[src/rtl/part_inspect_ctrl.sv]
// Teach-and-inspect sequencer: owns the part-memory control ports and the CCD
// read enable, records a reference part and tolerance-compares later parts to it.
module part_inspect_ctrl #(
    parameter int DATA_W   = 12,
    parameter int ADDR_W   = 10,
    parameter int END_CODE = 882,
    parameter int TOL      = 4,
    parameter int MAX_ERR  = 8
) (
    input  logic              clk,
    input  logic              rst_n,
    input  logic              teach_req,
    input  logic              inspect_req,
    input  logic              abort,
    input  logic [DATA_W-1:0] ccd_data,
    input  logic              ccd_valid,
    output logic              ccd_enable,
    output logic [ADDR_W-1:0] mem_addr,
    output logic [DATA_W-1:0] mem_wdata,
    output logic              mem_wren,
    output logic              mem_rden,
    input  logic [DATA_W-1:0] mem_q,
    output logic              busy,
    output logic              done,
    output logic              pass,
    output logic [1:0]        err,
    output logic [ADDR_W:0]   ref_len,
    output logic [2:0]        state_dbg
);

    localparam logic [2:0] ST_IDLE    = 3'd0;
    localparam logic [2:0] ST_T_WAIT  = 3'd1;
    localparam logic [2:0] ST_TEACH   = 3'd2;
    localparam logic [2:0] ST_I_WAIT  = 3'd3;
    localparam logic [2:0] ST_INSPECT = 3'd4;

    localparam logic [ADDR_W:0]   ZERO_V    = {(ADDR_W+1){1'b0}};
    localparam logic [ADDR_W:0]   ONE_V     = {{ADDR_W{1'b0}}, 1'b1};
    localparam logic [ADDR_W:0]   SAT_V     = {(ADDR_W+1){1'b1}};
    localparam logic [ADDR_W:0]   DEPTH_V   = {1'b1, {ADDR_W{1'b0}}};
    localparam logic [ADDR_W:0]   LAST_V    = DEPTH_V - ONE_V;
    localparam logic [ADDR_W:0]   MAX_ERR_V = (ADDR_W+1)'(MAX_ERR);
    localparam logic [DATA_W-1:0] END_V     = DATA_W'(END_CODE);
    localparam logic [DATA_W-1:0] DZERO_V   = {DATA_W{1'b0}};
    localparam logic [DATA_W:0]   TOL_V     = (DATA_W+1)'(TOL);

    function automatic logic [DATA_W:0] abs_diff(input logic [DATA_W-1:0] a,
                                                 input logic [DATA_W-1:0] b);
        logic signed [DATA_W:0] d;
        d = $signed({1'b0, a}) - $signed({1'b0, b});
        if (d[DATA_W]) abs_diff = $unsigned(-d);
        else           abs_diff = $unsigned(d);
    endfunction

    function automatic logic [ADDR_W:0] sat_inc(input logic [ADDR_W:0] v);
        sat_inc = (v == SAT_V) ? v : v + ONE_V;
    endfunction

    logic [2:0]        state_r, state_s;
    logic [ADDR_W:0]   index_r, index_s;
    logic [ADDR_W:0]   ref_len_r, ref_len_s;
    logic [ADDR_W:0]   mism_r, mism_s;
    logic [1:0]        err_r, err_s;
    logic              pass_r, pass_s;
    logic              done_r, done_s;
    logic              wren_r, wren_s;
    logic              rden_r, rden_s;
    logic              rd_p2_r, rd_p2_s;
    logic              end_pend_r, end_pend_s;
    logic              busy_r, ccd_enable_r;
    logic [ADDR_W-1:0] addr_r, addr_s;
    logic [DATA_W-1:0] wdata_r, wdata_s;
    logic [DATA_W-1:0] held_r, held_s;
    logic              end_s, first_s, data_s, in_teach_s, in_insp_s;

    // Sample classification: END delimiter, first non-END sample, storable sample.
    always_comb begin
        end_s      = ccd_valid && (ccd_data == END_V);
        first_s    = ccd_valid && (ccd_data != END_V);
        data_s     = first_s && (ccd_data != DZERO_V);
        in_teach_s = (state_r == ST_TEACH)   || ((state_r == ST_T_WAIT) && first_s);
        in_insp_s  = (state_r == ST_INSPECT) || ((state_r == ST_I_WAIT) && first_s);
    end

    // Next-state and next-output computation.
    always_comb begin
        state_s    = state_r;
        index_s    = index_r;
        ref_len_s  = ref_len_r;
        mism_s     = mism_r;
        err_s      = err_r;
        pass_s     = pass_r;
        done_s     = 1'b0;
        wren_s     = 1'b0;
        rden_s     = 1'b0;
        rd_p2_s    = rden_r;
        end_pend_s = end_pend_r;
        addr_s     = addr_r;
        wdata_s    = wdata_r;
        held_s     = held_r;

        if (state_r == ST_IDLE) begin
            if (teach_req) begin
                state_s = ST_T_WAIT;
                err_s   = 2'b00;
                index_s = ZERO_V;
            end else if (inspect_req) begin
                pass_s = 1'b0;
                if (ref_len_r == ZERO_V) begin
                    err_s  = 2'b10;
                    done_s = 1'b1;
                end else begin
                    err_s      = 2'b00;
                    state_s    = ST_I_WAIT;
                    index_s    = ZERO_V;
                    mism_s     = ZERO_V;
                    end_pend_s = 1'b0;
                end
            end else begin
                state_s = ST_IDLE;
            end
        end else begin
            state_s = state_r;
        end

        if (in_teach_s) begin
            state_s = ST_TEACH;
            if (data_s) begin
                addr_s  = index_r[ADDR_W-1:0];
                wdata_s = ccd_data;
                wren_s  = 1'b1;
                index_s = index_r + ONE_V;
                if (index_r == LAST_V) begin
                    err_s     = 2'b01;
                    ref_len_s = DEPTH_V;
                    done_s    = 1'b1;
                    state_s   = ST_IDLE;
                end else begin
                    ref_len_s = ref_len_r;
                end
            end else if (end_s) begin
                ref_len_s = index_r;
                done_s    = 1'b1;
                state_s   = ST_IDLE;
            end else begin
                index_s = index_r;
            end
        end else begin
            wren_s = 1'b0;
        end

        // Retire the compare for the read issued two cycles ago.
        if ((state_r == ST_INSPECT) && rd_p2_r) begin
            if (abs_diff(held_r, mem_q) > TOL_V) mism_s = sat_inc(mism_r);
            else                                  mism_s = mism_r;
        end else begin
            rd_p2_s = rden_r;
        end

        if (in_insp_s) begin
            state_s = ST_INSPECT;
            if (data_s) begin
                if (index_r < ref_len_r) begin
                    addr_s = index_r[ADDR_W-1:0];
                    rden_s = 1'b1;
                    held_s = ccd_data;
                end else begin
                    mism_s = sat_inc(mism_s);
                end
                index_s = sat_inc(index_r);
            end else if (end_s || end_pend_r) begin
                // The verdict waits until no read is still in flight.
                if (rden_r || rd_p2_r) begin
                    end_pend_s = 1'b1;
                end else begin
                    pass_s     = (index_r == ref_len_r) && (mism_r <= MAX_ERR_V);
                    err_s      = (index_r != ref_len_r) ? 2'b11 : 2'b00;
                    done_s     = 1'b1;
                    end_pend_s = 1'b0;
                    state_s    = ST_IDLE;
                end
            end else begin
                index_s = index_r;
            end
        end else begin
            rden_s = 1'b0;
        end

        if (abort) begin
            state_s    = ST_IDLE;
            ref_len_s  = ref_len_r;
            err_s      = err_r;
            pass_s     = pass_r;
            done_s     = 1'b0;
            wren_s     = 1'b0;
            rden_s     = 1'b0;
            rd_p2_s    = 1'b0;
            end_pend_s = 1'b0;
        end else begin
            end_pend_s = end_pend_s;
        end
    end

    // State and registered outputs.
    always_ff @(posedge clk or negedge rst_n) begin
        if (!rst_n) begin
            state_r      <= ST_IDLE;
            index_r      <= ZERO_V;
            ref_len_r    <= ZERO_V;
            mism_r       <= ZERO_V;
            err_r        <= 2'b00;
            pass_r       <= 1'b0;
            done_r       <= 1'b0;
            wren_r       <= 1'b0;
            rden_r       <= 1'b0;
            rd_p2_r      <= 1'b0;
            end_pend_r   <= 1'b0;
            busy_r       <= 1'b0;
            ccd_enable_r <= 1'b0;
            addr_r       <= {ADDR_W{1'b0}};
            wdata_r      <= DZERO_V;
            held_r       <= DZERO_V;
        end else begin
            state_r      <= state_s;
            index_r      <= index_s;
            ref_len_r    <= ref_len_s;
            mism_r       <= mism_s;
            err_r        <= err_s;
            pass_r       <= pass_s;
            done_r       <= done_s;
            wren_r       <= wren_s;
            rden_r       <= rden_s;
            rd_p2_r      <= rd_p2_s;
            end_pend_r   <= end_pend_s;
            busy_r       <= (state_s != ST_IDLE);
            ccd_enable_r <= (state_s != ST_IDLE);
            addr_r       <= addr_s;
            wdata_r      <= wdata_s;
            held_r       <= held_s;
        end
    end

    assign ccd_enable = ccd_enable_r;
    assign mem_addr   = addr_r;
    assign mem_wdata  = wdata_r;
    assign mem_wren   = wren_r;
    assign mem_rden   = rden_r;
    assign busy       = busy_r;
    assign done       = done_r;
    assign pass       = pass_r;
    assign err        = err_r;
    assign ref_len    = ref_len_r;
    assign state_dbg  = state_r;

endmodule

[config.mk]
export PLATFORM = sky130hd
export DESIGN_NAME = part_inspect_ctrl
export DESIGN_NICKNAME = d
export VERILOG_FILES = /design/src/rtl/part_inspect_ctrl.sv
export SDC_FILE = /design/constraint.sdc
export NUM_CORES = 1
export LEC_CHECK = 0
export ABC_AREA = 1
export CORE_ASPECT_RATIO = 0.7
export CORE_MARGIN = 4
export CORE_UTILIZATION = 46
export CTS_BUF_LIST = sky130_fd_sc_hd__clkbuf_8
export CTS_CLUSTER_DIAMETER = 150
export CTS_CLUSTER_SIZE = 30
export DETAILED_ROUTE_END_ITERATION = 6
export PLACE_DENSITY = 0.79
export SYNTH_ARGS = -nofsm -noshare
export SYNTH_HDL_FRONTEND = slang
export SYNTH_SLANG_ARGS = --single-unit
[constraint.sdc]
create_clock -name clk -period 3.7 [get_ports clk]
set_input_delay 0.925 -clock clk [delete_from_list [all_inputs] [get_ports clk]]
set_output_delay 0.925 -clock clk [all_outputs]
set_load 0.01 [all_outputs]
==> results of run 1 <==
[stage by stage]
stage	total power (uW)	instances	setup WS, ns	cell area [um2]
finish	5840	1181	-0.268	8250
global route	6250	1181	-0.365	8250
CTS	5570	1175	-0.0306	8050
detailed placement	4390	1153	-0.797	7350
global placement	4300	1153	-0.662	7350
floorplan	3090	861	-0.123	5960
[cell usage in the layout, fill, tap and decap left out, types with 3 or more instances in the layout]
| master | netlist | routed |
|---|---|---|
| nand2_1 | 226 | 179 |
| inv_1 | 142 | 125 |
| dfrtp_1 | 79 | 79 |
| buf_4 | 1 | 77 |
| nand3_1 | 76 | 61 |
| clkdlybuf4s50_1 | 0 | 61 |
| nor2_1 | 66 | 60 |
| o21ai_0 | 57 | 55 |
| nand2_2 | 17 | 50 |
| a21oi_1 | 33 | 26 |
| inv_2 | 4 | 22 |
| nand3_2 | 9 | 20 |
| nand2_4 | 5 | 20 |
| nand4_1 | 19 | 19 |
| ha_1 | 27 | 15 |
| nor2_4 | 3 | 12 |
| xor2_1 | 12 | 12 |
| ha_4 | 0 | 12 |
| nor4_1 | 11 | 11 |
| nor3_1 | 12 | 10 |
| clkbuf_8 | 0 | 9 |
| buf_6 | 2 | 8 |
| a21oi_2 | 2 | 7 |
| dlygate4sd2_1 | 0 | 7 |
| nand3_4 | 1 | 5 |
| o221ai_1 | 5 | 5 |
| nor2_2 | 7 | 4 |
| a21boi_2 | 0 | 3 |
| inv_6 | 0 | 3 |
| nand3b_1 | 3 | 3 |
| nor3_2 | 1 | 3 |
[final timing paths]
check,slack (ns),start,endpoint
setup / recovery,-0.27,mem_q[10],mism_r[8]$_DFF_PN0_
hold / removal,0.49,mem_wdata[2]$_DFFE_PN0P_,mem_wdata[2]$_DFFE_PN0P_
setup reg to reg,-0.11,held_r[0]$_DFFE_PN0P_,mism_r[8]$_DFF_PN0_
hold reg to reg,0.49,mem_wdata[2]$_DFFE_PN0P_,mem_wdata[2]$_DFFE_PN0P_
max in group asynchronous,2.32,rst_n,mism_r[4]$_DFF_PN0_
min in group asynchronous,0.71,rst_n,ref_len[6]$_DFFE_PN0P_
[power by group]
part | total (uW) | internal [uW] | switching [uW]
logic | 3770 | 1660 | 2110
clock network | 731 | 383 | 349
registers | 1340 | 1120 | 217
total | 5840 | 3170 | 2670
[registers in the layout, indices dropped and copies added, names as in the netlist, 2 cells and up]
register,count
ref_len,11
state_dbg,3
mism_r,11
mem_addr,10
mem_wdata,12
held_r,12
index_r,11
err,2
[final cells by class]
cell class	count	area, um2	share of cell area (%)
clock buffer	9	124	1.50
clock inverter	7	95.1	1.15
inverter	148	561	6.80
multi-input combinational	619	3910	47.5
sequential	79	1980	24.0
tap	162	203	2.46
timing repair buffer	156	1370	16.6
timing repair inverter	1	3.75	0.0455
[what timing repair did]
action                     in CTS  in global routing
setup endpoints to repair      11                 11
resized for setup             123                 45
buffers inserted                5                  6
cloned                          2                  0
pin swaps                      71                 37
[critical path: stages]
cell	delay [ns]
clkdlybuf4s50_1	0.49
inv_2	0.06
ha_4	0.25
buf_6	0.13
nand2_2	0.09
o21ai_2	0.08
a21oi_2	0.14
nand3_1	0.13
nand2_2	0.14
nor2_1	0.06
nand2_1	0.07
nand4_1	0.16
nor2_4	0.25
nand2_4	0.13
nand2_2	0.08
nand2_2	0.08
nand2_1	0.06
nand2_1	0.07
nor2_1	0.16
nand2_1	0.13
nor2_4	0.15
buf_4	0.13
nand2_1	0.06
nand2_1	0.07
nand2_1	0.07
inv_1	0.08
[routing by layer]
metal / up-vias / wire length [um] / share of wire [%]
met2: 280 / 8960 / 46
met3: 66 / 1260 / 6.5
met4: 0 / 635 / 3.3
li1: 3105 / - / -
met1: 3027 / 8430 / 44
met5: - / 0 / 0
[cell families (layout without fill, tap and decap cells)]
family / after synthesis / count (layout)
adder cells (fa/ha/maj): 28 / 28
AO/OA/AOI/OAI: 119 / 119
XOR/XNOR: 12 / 12
AND/OR/NAND/NOR: 459 / 460
flip-flops: 79 / 79
buffers and inverters: 164 / 321
==> impl_metrics.py, run 1 <==
metrics = {
    "placed_design": {
        "port_buffers": 73,
        "finalWeightedCongestion": 0.902,
        "dp_hpwl_mm": 13.1,
    },
    "logic_synthesis": {
        "synth.distinct_cells": 48,
        "yosysTopAreaCell": "dfrtp_1",
        "muxShareOfSynthArea_pct": 0,
        "synth_top_family_by_area": "simple AND/OR/NAND/NOR gates",
        "ys_warn_count": 0,
        "synth-compound-area-share_pct": 11.6,
        "synthAdderAreaFrac_pct": 6.07,
        "syn_area_mm2": 0.00589,
        "yosys.area.top_type_share_pct": 33.6,
        "ys_seq_elements": 79,
        "synth_ff_type": "dfrtp_1",
        "synth-simple-area-share_pct": 36.2,
        "avgSynthCellArea_um2": 6.84,
        "syn_inst": 861,
        "ys_seq_area_share_pct": 33.6,
        "syn_nets": 919,
        "ys_top_cells_by_count": "nand2_1, inv_1, dfrtp_1",
        "synth_edf_count": 0,
        "synth.area.top_cells": "dfrtp_1, nand2_1, inv_1",
        "synth_xor_area_share_pct": 1.78,
        "async_reset_ff_share_pct": 100,
        "post-synth-top-count-cell": "nand2_1",
    },
    "clock_network": {
        "holdBufCountCts": 0,
        "clk_pin_slew_ns": 0.08,
        "cts_tree": "built",
        "cts-buffers-inserted": 9,
        "insertion_delay_ns": 0.37,
        "cts_root_buffer": "clkbuf_8",
        "cts-htree-levels": 3,
        "clock-sinks": 79,
        "cts.path.max_buffers": 2,
    },
    "global_route": {
        "grt_util_met3_pct": 4.54,
        "grt.total_usage_pct": 25.6,
        "busiest_layer": "met2",
        "antenna_found_initial": 0,
        "grt_max_degree": 80,
        "grt_pass1_wl_mm": 30.4,
        "grt-ovfl-total": 0,
        "use_met2_pct": 41.9,
        "grt_use_met1_pct": 34.5,
        "grt_pass1_vias": 6313,
    },
    "worst_setup_path": {
        "worstPathRequired_ns": 4.00,
        "path_max_fanout": 7,
        "criticalPathCategory": "input pin to flip-flop",
        "end_kind": "flip-flop",
        "start_kind": "input pin",
        "arrival_ns": 4.27,
        "ff2ff_path_depth": 27,
    },
    "die": {
        "start_util_pct": 47.3,
        "pin_count": 74,
        "die-area_mm2": 0.0147,
        "row_count": 34,
        "die_h_um": 103,
        "core_mm2": 0.0125,
        "die_x_um": 143,
    },
    "run_status": {
        "violations": "negative setup slack",
        "status": "complete, but fails checks",
    },
    "route": {
        "ant_nets": 0,
        "vias": 6478,
        "drc": 0,
        "wl_mm": 19.3,
        "avgRoutedWirePerCell_um": 16.3,
        "drt_iter0_drc": 583,
        "firstDrtPassIters": 5,
        "viasPerCell": 5.49,
    },
    "pwr": {
        "pwr_density_cell_mw_per_mm2": 708,
        "power.static_leakage_uw": 0.00403,
        "peakVddDrop_mv": 0.439,
    },
    "sta": {
        "layout_setup_ws_ns": -0.268,
        "period_minus_slack_ns": 3.97,
        "hold_ws_ns": 0.495,
        "max_freq_mhz": 252,
        "finalCritPeriodShare_pct": 107,
        "tightest_slew_ns": 1.00,
        "finalSetupViolCount": 11,
        "slew_headroom_pct": 33.1,
        "tns_ns": -1.57,
        "drv_slew": 0,
        "final-hold-violation-count": 0,
        "skew_ns": 0.0181,
        "grt_setup_unrepaired": "true",
    },
    "finish": {
        "fill_cells": 990,
        "syn_to_final_growth_pct": 40.0,
        "drive_gt1_share_pct": 26.7,
        "final_core_util_pct": 66.2,
        "antenna_cells": 0,
        "nets": 1072,
    },
    "flow_run": {
        "cap_violations": 0,
    },
    "min_path": {
        "holdPathStages": 2,
        "hp-class": "flip-flop to flip-flop",
    },
}
(Power assumes the default switching activity.)
==> run 2: changes to the inputs <==
Settings changed: CORE_MARGIN 4 to 2, PLACE_DENSITY 0.79 to 0.68.
==> impl_metrics.py, run 2 (synthesized netlist as in run 1, its figures left out) <==
metrics = {
    "route": {
        "vias": 6086,
        "drt_iter0_drc": 428,
        "viasPerCell": 5.09,
        "wl_mm": 16.8,
        "firstDrtPassIters": 5,
        "avgRoutedWirePerCell_um": 14.1,
        "drc": 0,
        "ant_nets": 0,
    },
    "placed_design": {
        "port_buffers": 73,
        "finalWeightedCongestion": 0.882,
        "dp_hpwl_mm": 12.3,
        "post-place-ws_ns": -0.791,
    },
    "die": {
        "die_x_um": 139,
        "die_h_um": 98.7,
        "die-area_mm2": 0.0137,
        "row_count": 34,
        "start_util_pct": 47.3,
        "core_mm2": 0.0125,
        "pin_count": 74,
    },
    "pwr": {
        "p_clk_share_pct": 10.4,
        "peakVddDrop_mv": 0.471,
        "sw_frac_of_total_pct": 44.9,
        "p_sw_uw": 2500,
        "pwr-share-seq_pct": 24.0,
        "comb_power_share_pct": 65.6,
        "power.static_leakage_uw": 0.00402,
        "total_power_uw": 5560,
        "internal_power_uw": 3060,
        "pwr_density_cell_mw_per_mm2": 679,
    },
    "min_path": {
        "min_from": "mem_wdata[1]$_DFFE_PN0P_",
        "holdPathStages": 2,
        "min_to": "mem_wdata[1]$_DFFE_PN0P_",
        "hp-class": "flip-flop to flip-flop",
    },
    "worst_setup_path": {
        "end_kind": "flip-flop",
        "path_max_fanout": 8,
        "ff2ff_path_depth": 28,
        "rr_startpoint": "held_r[0]$_DFFE_PN0P_",
        "reg2reg_to": "mism_r[1]$_DFF_PN0_",
        "criticalPathCategory": "input pin to flip-flop",
        "rrSetupSlack_ns": 0.04,
        "worstPathRequired_ns": 3.95,
        "start_kind": "input pin",
        "arrival_ns": 4.07,
    },
    "clock_network": {
        "clock-sinks": 79,
        "holdBufCountCts": 0,
        "clk_pin_slew_ns": 0.08,
        "insertion_delay_ns": 0.37,
        "cts_tree": "built",
        "cts-buffers-inserted": 9,
        "cts_root_buffer": "clkbuf_8",
        "cts.path.max_buffers": 2,
        "cts-htree-levels": 3,
    },
    "global_route": {
        "antenna_found_initial": 0,
        "grt_max_degree": 80,
        "grt-ovfl-total": 0,
        "grt_pass1_vias": 5632,
        "grt_pass1_wl_mm": 28.2,
        "grt.total_usage_pct": 25.1,
    },
    "finish": {
        "multi_input_area_mm2": 0.00376,
        "final_cell_mix": "nand2_1, inv_1, buf_4, dfrtp_1, nand3_1",
        "fill_cells": 1084,
        "drive_gt1_share_pct": 24.8,
        "syn_to_final_growth_pct": 39.0,
        "antenna_cells": 0,
        "nets": 1086,
        "seq_area_mm2": 0.00198,
        "final_core_util_pct": 65.7,
        "final_common_cell": "nand2_1",
    },
    "sta": {
        "layout_setup_ws_ns": -0.116,
        "finalCritPeriodShare_pct": 103,
        "finalSetupViolCount": 10,
        "final-hold-violation-count": 0,
        "period_minus_slack_ns": 3.82,
        "skew_ns": 0.0145,
        "max_freq_mhz": 262,
        "slew_headroom_pct": 32.3,
        "drv_slew": 0,
        "tightest_slew_ns": 1.02,
        "grt_setup_unrepaired": "true",
    },
    "run_status": {
        "status": "complete, but fails checks",
        "violations": "negative setup slack",
    },
    "flow_run": {
        "cap_violations": 0,
    },
}
==> run 2: critical path: stages <==
cell and delay [ns]:
buf_6 0.09, ha_4 0.15, fa_2 0.61, nand2_2 0.06, a21oi_2 0.14, buf_4 0.13, buf_4 0.09, inv_2 0.03
nand3_1 0.06, nand2_1 0.07, nand2_2 0.07, nand3_2 0.08, nor2_2 0.11, nand3_2 0.09, nor2_4 0.18, buf_12 0.14
buf_6 0.11, nand3_2 0.06, nand2_2 0.11, nand2_1 0.08, o21ai_2 0.10, nand2_4 0.08, nor2_4 0.10, nand3_4 0.15
nand3_2 0.10, nand2_1 0.05, nand2_1 0.05, inv_1 0.04
==> run 2: how the worst max path moves through the flow <==
stage              from             endpoint  cells after the start
6_report       mem_q[0]  mism_r[1]$_DFF_PN0_                     28
3_3_place_gp   mem_q[0]  mism_r[9]$_DFF_PN0_                     23
5_1_grt        mem_q[0]  mism_r[3]$_DFF_PN0_                     27
4_1_cts        mem_q[0]  mism_r[9]$_DFF_PN0_                     26
2_1_floorplan  mem_q[0]  mism_r[9]$_DFF_PN0_                     24
3_5_place_dp   mem_q[0]  mism_r[1]$_DFF_PN0_                     26
==> run 2: layout make-up <==
cell class,count,area share [%]
multi-input combinational,619,45.9
sequential,79,24.1
timing repair buffer,171,18.5
inverter,148,6.88
tap,162,2.48
clock buffer,9,1.51
clock inverter,7,0.611
==> run 2: per-stage QoR <==
stage	cells	hold WS, ns	setup TNS (ns)	area [um2]
floorplan	861	0.453	-0.618	5960
global placement	1160	0.472	-7.32	7410
detailed placement	1160	0.476	-8.18	7410
CTS	1192	0.505	-0.0194	8090
global route	1195	0.523	-2.84	8190
finish	1195	0.497	-0.907	8190
==> run 2: power groups by stage <==
stage / combinational, uW / clock [uW] / sequential (uW)
detailed placement: 3090 / 0 / 1310
global placement: 3070 / 0 / 1310
floorplan: 1720 / 0 / 1360
global route: 4010 / 639 / 1370
finish: 3650 / 579 / 1330
CTS: 3530 / 602 / 1330
==> run 2: timing repair <==
item	4_1_cts	5_1_grt
setup endpoints to repair	11	11
gates cloned	1	0
setup buffers	16	3
resized for setup	106	20
pin swaps	82	43
==> run 2: metal layers <==
metal	global-route usage, %	routed length [um]	vias to the layer above
li1	-	-	3130
met5	0	0	-
met3	4.28	676	11
met2	37.0	7100	122
met4	3.65	104	0
met1	39.5	8950	2823
